### config.mk
export PLATFORM = sky130hd
export DESIGN_NAME = cdb_arbiter
export DESIGN_NICKNAME = d
export VERILOG_FILES = /design/src/rtl/cdb_arbiter.sv
export SDC_FILE = /design/constraint.sdc
export NUM_CORES = 1
export LEC_CHECK = 0
export ABC_AREA = 1
export ABC_CLOCK_PERIOD_IN_PS = 7550
export CAP_MARGIN = 20
export CORE_MARGIN = 5
export CORE_UTILIZATION = 60
export DETAILED_ROUTE_END_ITERATION = 16
export HOLD_SLACK_MARGIN = 0.15
export PLACE_DENSITY_LB_ADDON = 0.05
export RECOVER_POWER = 50
export SLEW_MARGIN = 20
export SYNTH_ARGS = -nofsm -noshare
export SYNTH_HDL_FRONTEND = slang
export SYNTH_SLANG_ARGS = --single-unit
### constraint.sdc
create_clock -name clk_in -period 7.55 [get_ports clk_in]
set_clock_uncertainty 0.1 [all_clocks]
set_input_delay 1.51 -clock clk_in [delete_from_list [all_inputs] [get_ports clk_in]]
set_output_delay 1.51 -clock clk_in [all_outputs]
set_load 0.1 [all_outputs]
### src/rtl/cdb_arbiter.sv
// -----------------------------------------------------------------------------
// cdb_arbiter
//   Shares the common data bus between the RS/ALU result path and the LSB.
//   Each producer pushes into its own small circular FIFO; a round-robin
//   arbiter pops at most one head per cycle onto a registered CDB output.
//
// Ports
//   clk_in, rst_in (sync, active-low), rdy_in (global freeze when low)
//   rob_clear_up                      : mispredict flush (empties FIFOs, clears CDB)
//   alu_valid/alu_rob_entry/alu_value : ALU result push, alu_full back-pressure
//   lsb_valid/lsb_rob_entry/lsb_value : LSB result push, lsb_full back-pressure
//   cdb_valid/cdb_rob_entry/cdb_value/cdb_src : registered broadcast (src 0=ALU, 1=LSB)
//   overflow_err                      : sticky, push seen while FIFO full
//
// Optional feature
//   CDB_ARB_BYPASS_EN : when defined, a push into an empty FIFO competes for the
//   bus in the same cycle and, if granted, skips the FIFO (1-cycle latency).
// -----------------------------------------------------------------------------
module cdb_arbiter #(
  parameter int ROB_W      = 4,
  parameter int FIFO_DEPTH = 4,
  parameter int FIFO_AW    = 2
) (
  input  logic             clk_in,
  input  logic             rst_in,
  input  logic             rdy_in,
  input  logic             rob_clear_up,
  input  logic             alu_valid,
  input  logic [ROB_W-1:0] alu_rob_entry,
  input  logic [31:0]      alu_value,
  output logic             alu_full,
  input  logic             lsb_valid,
  input  logic [ROB_W-1:0] lsb_rob_entry,
  input  logic [31:0]      lsb_value,
  output logic             lsb_full,
  output logic             cdb_valid,
  output logic [ROB_W-1:0] cdb_rob_entry,
  output logic [31:0]      cdb_value,
  output logic             cdb_src,
  output logic             overflow_err
);

  localparam logic [FIFO_AW-1:0] PTR_ZERO = FIFO_AW'(1'b0);
  localparam logic [FIFO_AW-1:0] PTR_ONE  = FIFO_AW'(1'b1);
  localparam logic [FIFO_AW:0]   CNT_ZERO = (FIFO_AW+1)'(1'b0);
  localparam logic [FIFO_AW:0]   CNT_ONE  = (FIFO_AW+1)'(1'b1);
  localparam logic [FIFO_AW:0]   CNT_FULL = (FIFO_AW+1)'(FIFO_DEPTH);

  // FIFO storage and bookkeeping
  logic [ROB_W-1:0]   alu_tag_mem_r [FIFO_DEPTH];
  logic [31:0]        alu_val_mem_r [FIFO_DEPTH];
  logic [ROB_W-1:0]   lsb_tag_mem_r [FIFO_DEPTH];
  logic [31:0]        lsb_val_mem_r [FIFO_DEPTH];
  logic [FIFO_AW-1:0] alu_rd_ptr_r, alu_wr_ptr_r, lsb_rd_ptr_r, lsb_wr_ptr_r;
  logic [FIFO_AW:0]   alu_cnt_r, lsb_cnt_r;
  logic               last_grant_r;

  logic alu_nonempty_s, lsb_nonempty_s;
  logic alu_bp_s, lsb_bp_s;
  logic alu_elig_s, lsb_elig_s;
  logic grant_alu_s, grant_lsb_s;
  logic alu_push_s, lsb_push_s, alu_pop_s, lsb_pop_s;
  logic [ROB_W-1:0] sel_tag_s;
  logic [31:0]      sel_val_s;
  logic             advance_s;

  assign alu_full       = (alu_cnt_r == CNT_FULL);
  assign lsb_full       = (lsb_cnt_r == CNT_FULL);
  assign alu_nonempty_s = (alu_cnt_r != CNT_ZERO);
  assign lsb_nonempty_s = (lsb_cnt_r != CNT_ZERO);

  // Bypass candidates: a fresh push into an empty FIFO may compete this cycle.
`ifdef CDB_ARB_BYPASS_EN
  assign alu_bp_s = alu_valid & ~alu_nonempty_s;
  assign lsb_bp_s = lsb_valid & ~lsb_nonempty_s;
`else
  assign alu_bp_s = 1'b0;
  assign lsb_bp_s = 1'b0;
`endif

  assign alu_elig_s = alu_nonempty_s | alu_bp_s;
  assign lsb_elig_s = lsb_nonempty_s | lsb_bp_s;

  // Normal-operation edge: not in reset, not flushing, not frozen.
  assign advance_s = rst_in & ~rob_clear_up & rdy_in;

  // Round-robin grant: on a tie the source opposite last_grant wins.
  always_comb begin
    grant_alu_s = 1'b0;
    grant_lsb_s = 1'b0;
    if (alu_elig_s && lsb_elig_s) begin
      if (last_grant_r) begin
        grant_alu_s = 1'b1;
      end else begin
        grant_lsb_s = 1'b1;
      end
    end else if (alu_elig_s) begin
      grant_alu_s = 1'b1;
    end else if (lsb_elig_s) begin
      grant_lsb_s = 1'b1;
    end else begin
      grant_alu_s = 1'b0;
      grant_lsb_s = 1'b0;
    end
  end

  // Select the granted payload: FIFO head, or the live input when bypassing.
  always_comb begin
    sel_tag_s = alu_tag_mem_r[alu_rd_ptr_r];
    sel_val_s = alu_val_mem_r[alu_rd_ptr_r];
    if (grant_lsb_s) begin
      if (lsb_bp_s) begin
        sel_tag_s = lsb_rob_entry;
        sel_val_s = lsb_value;
      end else begin
        sel_tag_s = lsb_tag_mem_r[lsb_rd_ptr_r];
        sel_val_s = lsb_val_mem_r[lsb_rd_ptr_r];
      end
    end else begin
      if (alu_bp_s) begin
        sel_tag_s = alu_rob_entry;
        sel_val_s = alu_value;
      end else begin
        sel_tag_s = alu_tag_mem_r[alu_rd_ptr_r];
        sel_val_s = alu_val_mem_r[alu_rd_ptr_r];
      end
    end
  end

  // A granted bypass never touches the FIFO; a full FIFO drops the push even
  // if it is popped this same cycle.
  assign alu_push_s = alu_valid & ~alu_full & ~(alu_bp_s & grant_alu_s);
  assign lsb_push_s = lsb_valid & ~lsb_full & ~(lsb_bp_s & grant_lsb_s);
  assign alu_pop_s  = grant_alu_s & alu_nonempty_s;
  assign lsb_pop_s  = grant_lsb_s & lsb_nonempty_s;

  // FIFO payload storage; contents need no reset since counts gate visibility.
  always_ff @(posedge clk_in) begin
    if (advance_s && alu_push_s) begin
      alu_tag_mem_r[alu_wr_ptr_r] <= alu_rob_entry;
      alu_val_mem_r[alu_wr_ptr_r] <= alu_value;
    end
    if (advance_s && lsb_push_s) begin
      lsb_tag_mem_r[lsb_wr_ptr_r] <= lsb_rob_entry;
      lsb_val_mem_r[lsb_wr_ptr_r] <= lsb_value;
    end
  end

  // Pointers, counts, arbitration state and the registered CDB.
  always_ff @(posedge clk_in) begin
    if (!rst_in || rob_clear_up) begin
      alu_rd_ptr_r  <= PTR_ZERO;
      alu_wr_ptr_r  <= PTR_ZERO;
      lsb_rd_ptr_r  <= PTR_ZERO;
      lsb_wr_ptr_r  <= PTR_ZERO;
      alu_cnt_r     <= CNT_ZERO;
      lsb_cnt_r     <= CNT_ZERO;
      last_grant_r  <= 1'b1;
      cdb_valid     <= 1'b0;
      cdb_rob_entry <= ROB_W'(1'b0);
      cdb_value     <= 32'h0000_0000;
      cdb_src       <= 1'b0;
      // A flush is not an error-recovery event; only reset clears the flag.
      if (!rst_in) begin
        overflow_err <= 1'b0;
      end
    end else if (rdy_in) begin
      if (alu_push_s) alu_wr_ptr_r <= alu_wr_ptr_r + PTR_ONE;
      if (lsb_push_s) lsb_wr_ptr_r <= lsb_wr_ptr_r + PTR_ONE;
      if (alu_pop_s)  alu_rd_ptr_r <= alu_rd_ptr_r + PTR_ONE;
      if (lsb_pop_s)  lsb_rd_ptr_r <= lsb_rd_ptr_r + PTR_ONE;

      case ({alu_push_s, alu_pop_s})
        2'b10:   alu_cnt_r <= alu_cnt_r + CNT_ONE;
        2'b01:   alu_cnt_r <= alu_cnt_r - CNT_ONE;
        default: alu_cnt_r <= alu_cnt_r;
      endcase
      case ({lsb_push_s, lsb_pop_s})
        2'b10:   lsb_cnt_r <= lsb_cnt_r + CNT_ONE;
        2'b01:   lsb_cnt_r <= lsb_cnt_r - CNT_ONE;
        default: lsb_cnt_r <= lsb_cnt_r;
      endcase

      if ((alu_valid && alu_full) || (lsb_valid && lsb_full)) begin
        overflow_err <= 1'b1;
      end

      if (grant_alu_s || grant_lsb_s) begin
        cdb_valid     <= 1'b1;
        cdb_rob_entry <= sel_tag_s;
        cdb_value     <= sel_val_s;
        cdb_src       <= grant_lsb_s;
        // Remember every winner so alternation continues from the last user.
        last_grant_r  <= grant_lsb_s;
      end else begin
        cdb_valid <= 1'b0;
      end
    end
  end

endmodule

==> impl_metrics.tcl <==
set metrics [dict create \
    p_int_mw 3.199 \
    cts_root_buf "clkbuf_16" \
    rows 57 \
    ir_drop_mv 0.1879 \
    whs_path_depth 2 \
    wl_um 30130 \
    worstPathArrival_ps 5440 \
    final_cell_mix "nand2_1 (461), edfxtp_1 (289), inv_1 (174)" \
    synth_nets 1506 \
    drive_gt1_share_pct 5.746 \
    cts-htree-levels 2 \
    setup_tns_ps 0 \
    wl_per_cell_um 16.09 \
    postSynthCellCount 1416 \
    yosysUniqueCellTypes 27 \
    ys_seq_area_share_pct 67.52 \
    io_pins 119 \
    final-setup-viol-count 0 \
    die-area_mm2 0.02745 \
    p_sw_share_pct 21.95 \
    io_buffer_count 118 \
    grt_setup_unrepaired "no" \
    postCtsSetupBuffers 0 \
    min_period_over_period_pct 70.59 \
    antenna_found_initial 0 \
    grt_overflow 0 \
    clock_latency_ps 520 \
    grt_pass1_wl_um 47200 \
    drc_errors 0 \
    post-route-min-period_ps 5330 \
    grt_usage_pct 21.37 \
    power.density_mw_per_mm2 240.3 \
    slew_headroom_pct -11.04 \
    slew_violations 43 \
    firstDrtPassIters 5 \
    endpoint_kind "flop" \
    clk_pin_slew_worst_paths_ps 60 \
    synth-seq-cells 346 \
    worst_r2r_path_depth 5 \
    num_vias 9645 \
    crit_fanout 42 \
    violations "max-capacitance violations, max-slew violations" \
    total_leakage_power_nw 7.027 \
    cts-hold-fix-buffers 0 \
    initial_core_util_pct 60.33 \
    die_w_um 165.7 \
    clk_path_buf_depth 3 \
    antenna_cells 0 \
    required_ps 7660 \
    whs_ps 372.2 \
    worstMarginPinSlew_ps 1666 \
    status "complete, but fails checks" \
    clock-sinks 346 \
    min_from "cdb_src" \
    syn_avg_cell_area_um2 10.27 \
    cts_resized 0 \
    startpoint_type "input port" \
    r2r_start "alu_cnt_r[0]" \
    die_h_um 165.7 \
    combPwrFrac_pct 6.8 \
    reg2reg_slack_ps 4640 \
    clock.fmax_mhz 187.6 \
    final_common_cell "nand2_1" \
    maxCapViolations 1 \
    gp_congestion 0.7482 \
    numCtsBuffers 36 \
    finalHoldViolCount 0 \
    grt_pass1_vias 9308 \
    seqPwrFrac_pct 51.2 \
    grt_max_degree 74 \
    fin_nets 1611 \
    tritoncts "built" \
    hold_path.class "reg -> reg" \
    path_class "in -> reg" \
    final_util_pct 70.76 \
    min_to "cdb_src" \
    ant_nets 0 \
    routed_via_density 5.149 \
    core_area_mm2 0.02411 \
    synthToLayoutAreaGrowth_pct 17.27 \
    synth_area_mm2 0.01454 \
    yosys_warnings 0 \
    pwr-share-clk_pct 42.0 \
    drt_iter0_drc 719 \
    p_switching_uw 899.7 \
    r2r-end "alu_val_mem_r[1][24]" \
    place_hpwl_um 18280 \
]
[cells by family after synthesis]
logic type,synth area share (%)
compound gates,2.116
fa+ha+maj,1.136
buf+inv,7.897
flops,67.52
simple gates,21.34
[routing by layer]
| metal | global-route usage (%) | part of all wire [%] | wire [µm] | vias to the layer above |
|---|---|---|---|---|
| li1 | - | - | - | 4780 |
| met1 | 27.66 | 43 | 12870 | 4548 |
| met2 | 36.70 | 49 | 14760 | 253 |
| met3 | 3.480 | 4.9 | 1470 | 64 |
| met4 | 7.927 | 3.4 | 1029 | 0 |
| met5 | 0 | 0 | 0 | - |
[flip-flops by register name, summed over array words and instances (netlist names), named ones only]
signal	flops
alu_cnt_r	3
alu_rd_ptr_r	2
alu_tag_mem_r	16
alu_val_mem_r	128
alu_wr_ptr_r	2
cdb_rob_entry	4
cdb_src	1
cdb_valid	1
cdb_value	32
last_grant_r	1
lsb_cnt_r	3
lsb_rd_ptr_r	2
lsb_tag_mem_r	16
lsb_val_mem_r	128
lsb_wr_ptr_r	2
overflow_err	1
[cells in the mapped netlist (all sizes together)]
cell	count	area, µm²
nand3	152	773.2
buf	57	434.2
o211ai	1	7.510
a21oi	14	70.07
o21ai	46	230.2
and2	1	6.260
ha	10	125.1
edfxtp	289	8678
nand4	4	25.02
nand2	464	1775
fa	2	40.04
nor2	131	523.0
dfxtp	57	1141
clkbuf	7	27.52
inv	181	686.9
[critical path, stage by stage]
cell           delay (ps)
dlygate4sd3_1         540
nand2_1               150
inv_1                 280
clkbuf_1             1240
nand4_1               740
nor2_4                720
buf_16                240
[power groups by stage]
stage,Clock [mW],Sequential (mW),Combinational (mW)
floorplan,0,2.20,0.129
global placement,0,2.14,0.281
detailed placement,0,2.14,0.287
CTS,1.74,2.10,0.288
global route,1.83,2.10,0.303
finish,1.72,2.10,0.278
[stage by stage]
| step | instances | total power [mW] | setup slack (ps) | instance area (µm²) |
|---|---|---|---|---|
| detailed placement | 1804 | 2.427 | 2701 | 15830 |
| global route | 1873 | 4.235 | 1984 | 17060 |
| global placement | 1803 | 2.421 | 2767 | 15800 |
| CTS | 1870 | 4.133 | 3228 | 17000 |
| floorplan | 1416 | 2.333 | 3361 | 14540 |
| finish | 1873 | 4.099 | 2220 | 17060 |
[how the worst max path moves through the flow]
stage | to | depth (start not counted) | start | slack, ps
after floorplan | alu_tag_mem_r[0][0] | 6 | rob_clear_up | 3360
after global placement | lsb_val_mem_r[2][10] | 6 | rst_in | 2770
after detailed placement | lsb_val_mem_r[1][10] | 7 | rob_clear_up | 2700
after CTS | lsb_val_mem_r[1][31] | 7 | rob_clear_up | 3230
after global routing | lsb_tag_mem_r[2][3] | 7 | rst_in | 1980
final | lsb_tag_mem_r[2][3] | 7 | rst_in | 2220
[final cells by class]
cell class                 instances  area, µm²
sequential                       346       9822
timing repair buffer             131       1348
tap                              324      405.4
fill                            1783       7049
clock buffer                      51       1039
multi-input combinational        825       3626
clock inverter                    15      130.1
inverter                         181      686.9
(Power assumes the default switching activity.)
==> variant: new RTL, same flow settings <==
`FIFO_DEPTH`: 4 -> 8.
--- a/src/rtl/cdb_arbiter.sv
+++ b/src/rtl/cdb_arbiter.sv
@@ -18,7 +18,7 @@
 // -----------------------------------------------------------------------------
 module cdb_arbiter #(
   parameter int ROB_W      = 4,
-  parameter int FIFO_DEPTH = 4,
+  parameter int FIFO_DEPTH = 8,
   parameter int FIFO_AW    = 2
 ) (
   input  logic             clk_in,
Formal check against the unedited RTL: not equivalent (Yosys sat finds a counterexample within 4 cycles, from zero or initial values).
==> variant against the original RTL <==
Worst setup slack better by 1200 ps; final area rose by 4.0%; sequential share of layout area shrank 2.2 points; sequential cell count unchanged; first-iteration DRC count increased by 16%; the flow still finishes with violations (max-capacitance violations, max-slew violations); wire length rose by 7.1%; global-route usage rose by 1.1 points; non-clock buffer count rose by 4; critical path type unchanged; synthesized area grew 4.2%.
Power is not compared: it rests on default switching activity, and its combinational part moved more than twofold at a synthesized area within 25%.
==> variant: results (changes against the original RTL) <==
[drt]
firstDrtPassIters = 5  ; unchanged
drt_wl_total_microns = 32300  ; +7.1%
num_vias = 10446  ; +8.3%
first_iter_violations = 835  ; +16%

[final_layout]
multi_input_area_share = 0.208  ; -0.00415
sh_seq_area = 0.554  ; -0.0219
signal_buffers = 135  ; +3.1%
finish.utilization = 0.708  ; about the same
clock_cell_area_share = 0.0634  ; -0.00515
multi_input_cells = 855  ; +3.6%
inv_count = 359  ; +98%
layout-drive-gt1-share = 0.0512  ; -0.00626
final_cell_area_sq_um = 17700  ; +4.0%
top_regs = alu_val_mem_r x128, lsb_val_mem_r x128, cdb_value x32
nets = 1823  ; +13%
clockBufferCount = 48  ; -5.9%
n_fill_cell = 1820  ; +2.1%
insertedDiodeCount = 0  ; unchanged
buf_share = 0.0750  ; -0.00400

[status]
violations = max-capacitance violations, max-slew violations
outcome = finished, violations left

[critical_path]
slowest_stage = nor2_1
r2r_setup_slack_ps = 4790  ; +150 ps
critical-path-top-delay-family = simple AND/OR/NAND/NOR gates
crit-reg2reg-launch = lsb_cnt_r[1]
r2r.worst_path.cells = 8  ; +3
crit_arrival_ps = 4250  ; -1190 ps
cpPeakStageDelay_ps = 1160  ; -80 ps
crit_fanout = 23  ; -45%
r2r-end = cdb_value[7]
crit_path_end = alu_val_mem_r[0][24]

[logic_synthesis]
netlist_top_cells_count = 529 x nand2_1, 349 x inv_1, 289 x edfxtp_1
syn_nets = 1719  ; +14%
ys_seq_area_frac = 0.648  ; -0.0275
yosysUniqueCellTypes = 23  ; -15%
netlist_top_cells_area = edfxtp_1 57%, nand2_1 13%, inv_1 8.6%, dfxtp_1 7.5%, nand3_1 6.2%
async_flop_share = 0  ; unchanged

[grt]
met3_usage = 0.0336  ; -0.00117
grt_usage = 0.225  ; +0.0113
grt.met1_usage = 0.295  ; +0.0187
grt_pass1_wl_microns = 50900  ; +7.9%

[sta]
slew_viol_final = 75  ; +74%
worstMarginPinSlew_ps = 1680  ; +14.5 ps

[job]
cap_violations = 2  ; +1

[placement]
placed_area_sq_um = 16600  ; +5.1%
gp_congestion = 0.782  ; +4.5%
dp_hpwl_microns = 19900  ; +8.9%

[clock_tree]
insertion_delay_ps = 500  ; -20 ps

variant: changes by cell type after synthesis, moves of 6 or more:
cell,before,now
inv_1,174,349
o21ai_1,36,0
nand2_1,460,529
inv_2,4,10
nor2_1,128,85
nand3_1,151,189
buf_6,21,2
buf_2,29,40
clkbuf_1,6,23
variant: metrics by stage:
stage          setup WS (ps)  total power, uW  instances  hold WS, ps
2_1_floorplan           3320             2120       1629          370
5_1_grt                 3190             3930       2088          386
3_5_place_dp            3050             2180       2025          358
3_3_place_gp            3100             2180       2023          350
4_1_cts                 3570             3850       2088          368
6_report                3400             3810       2088          364
variant: logic make-up after synthesis:
kind of cell,Yosys count,synth area share
adders and majority gates,12,0.0109
DFF,346,0.648
AOI/OAI and AO/OA,28,0.00924
and+or+nand+nor,813,0.220
xor gates and xnor gates,2,0.00116
buffers and inverters,428,0.111
variant: routing by layer:
layer / wire length, microns / share of wire
met1: 13600 / 0.42
met3: 1660 / 0.051
met4: 994 / 0.031
met2: 16100 / 0.50
met5: 0 / 0
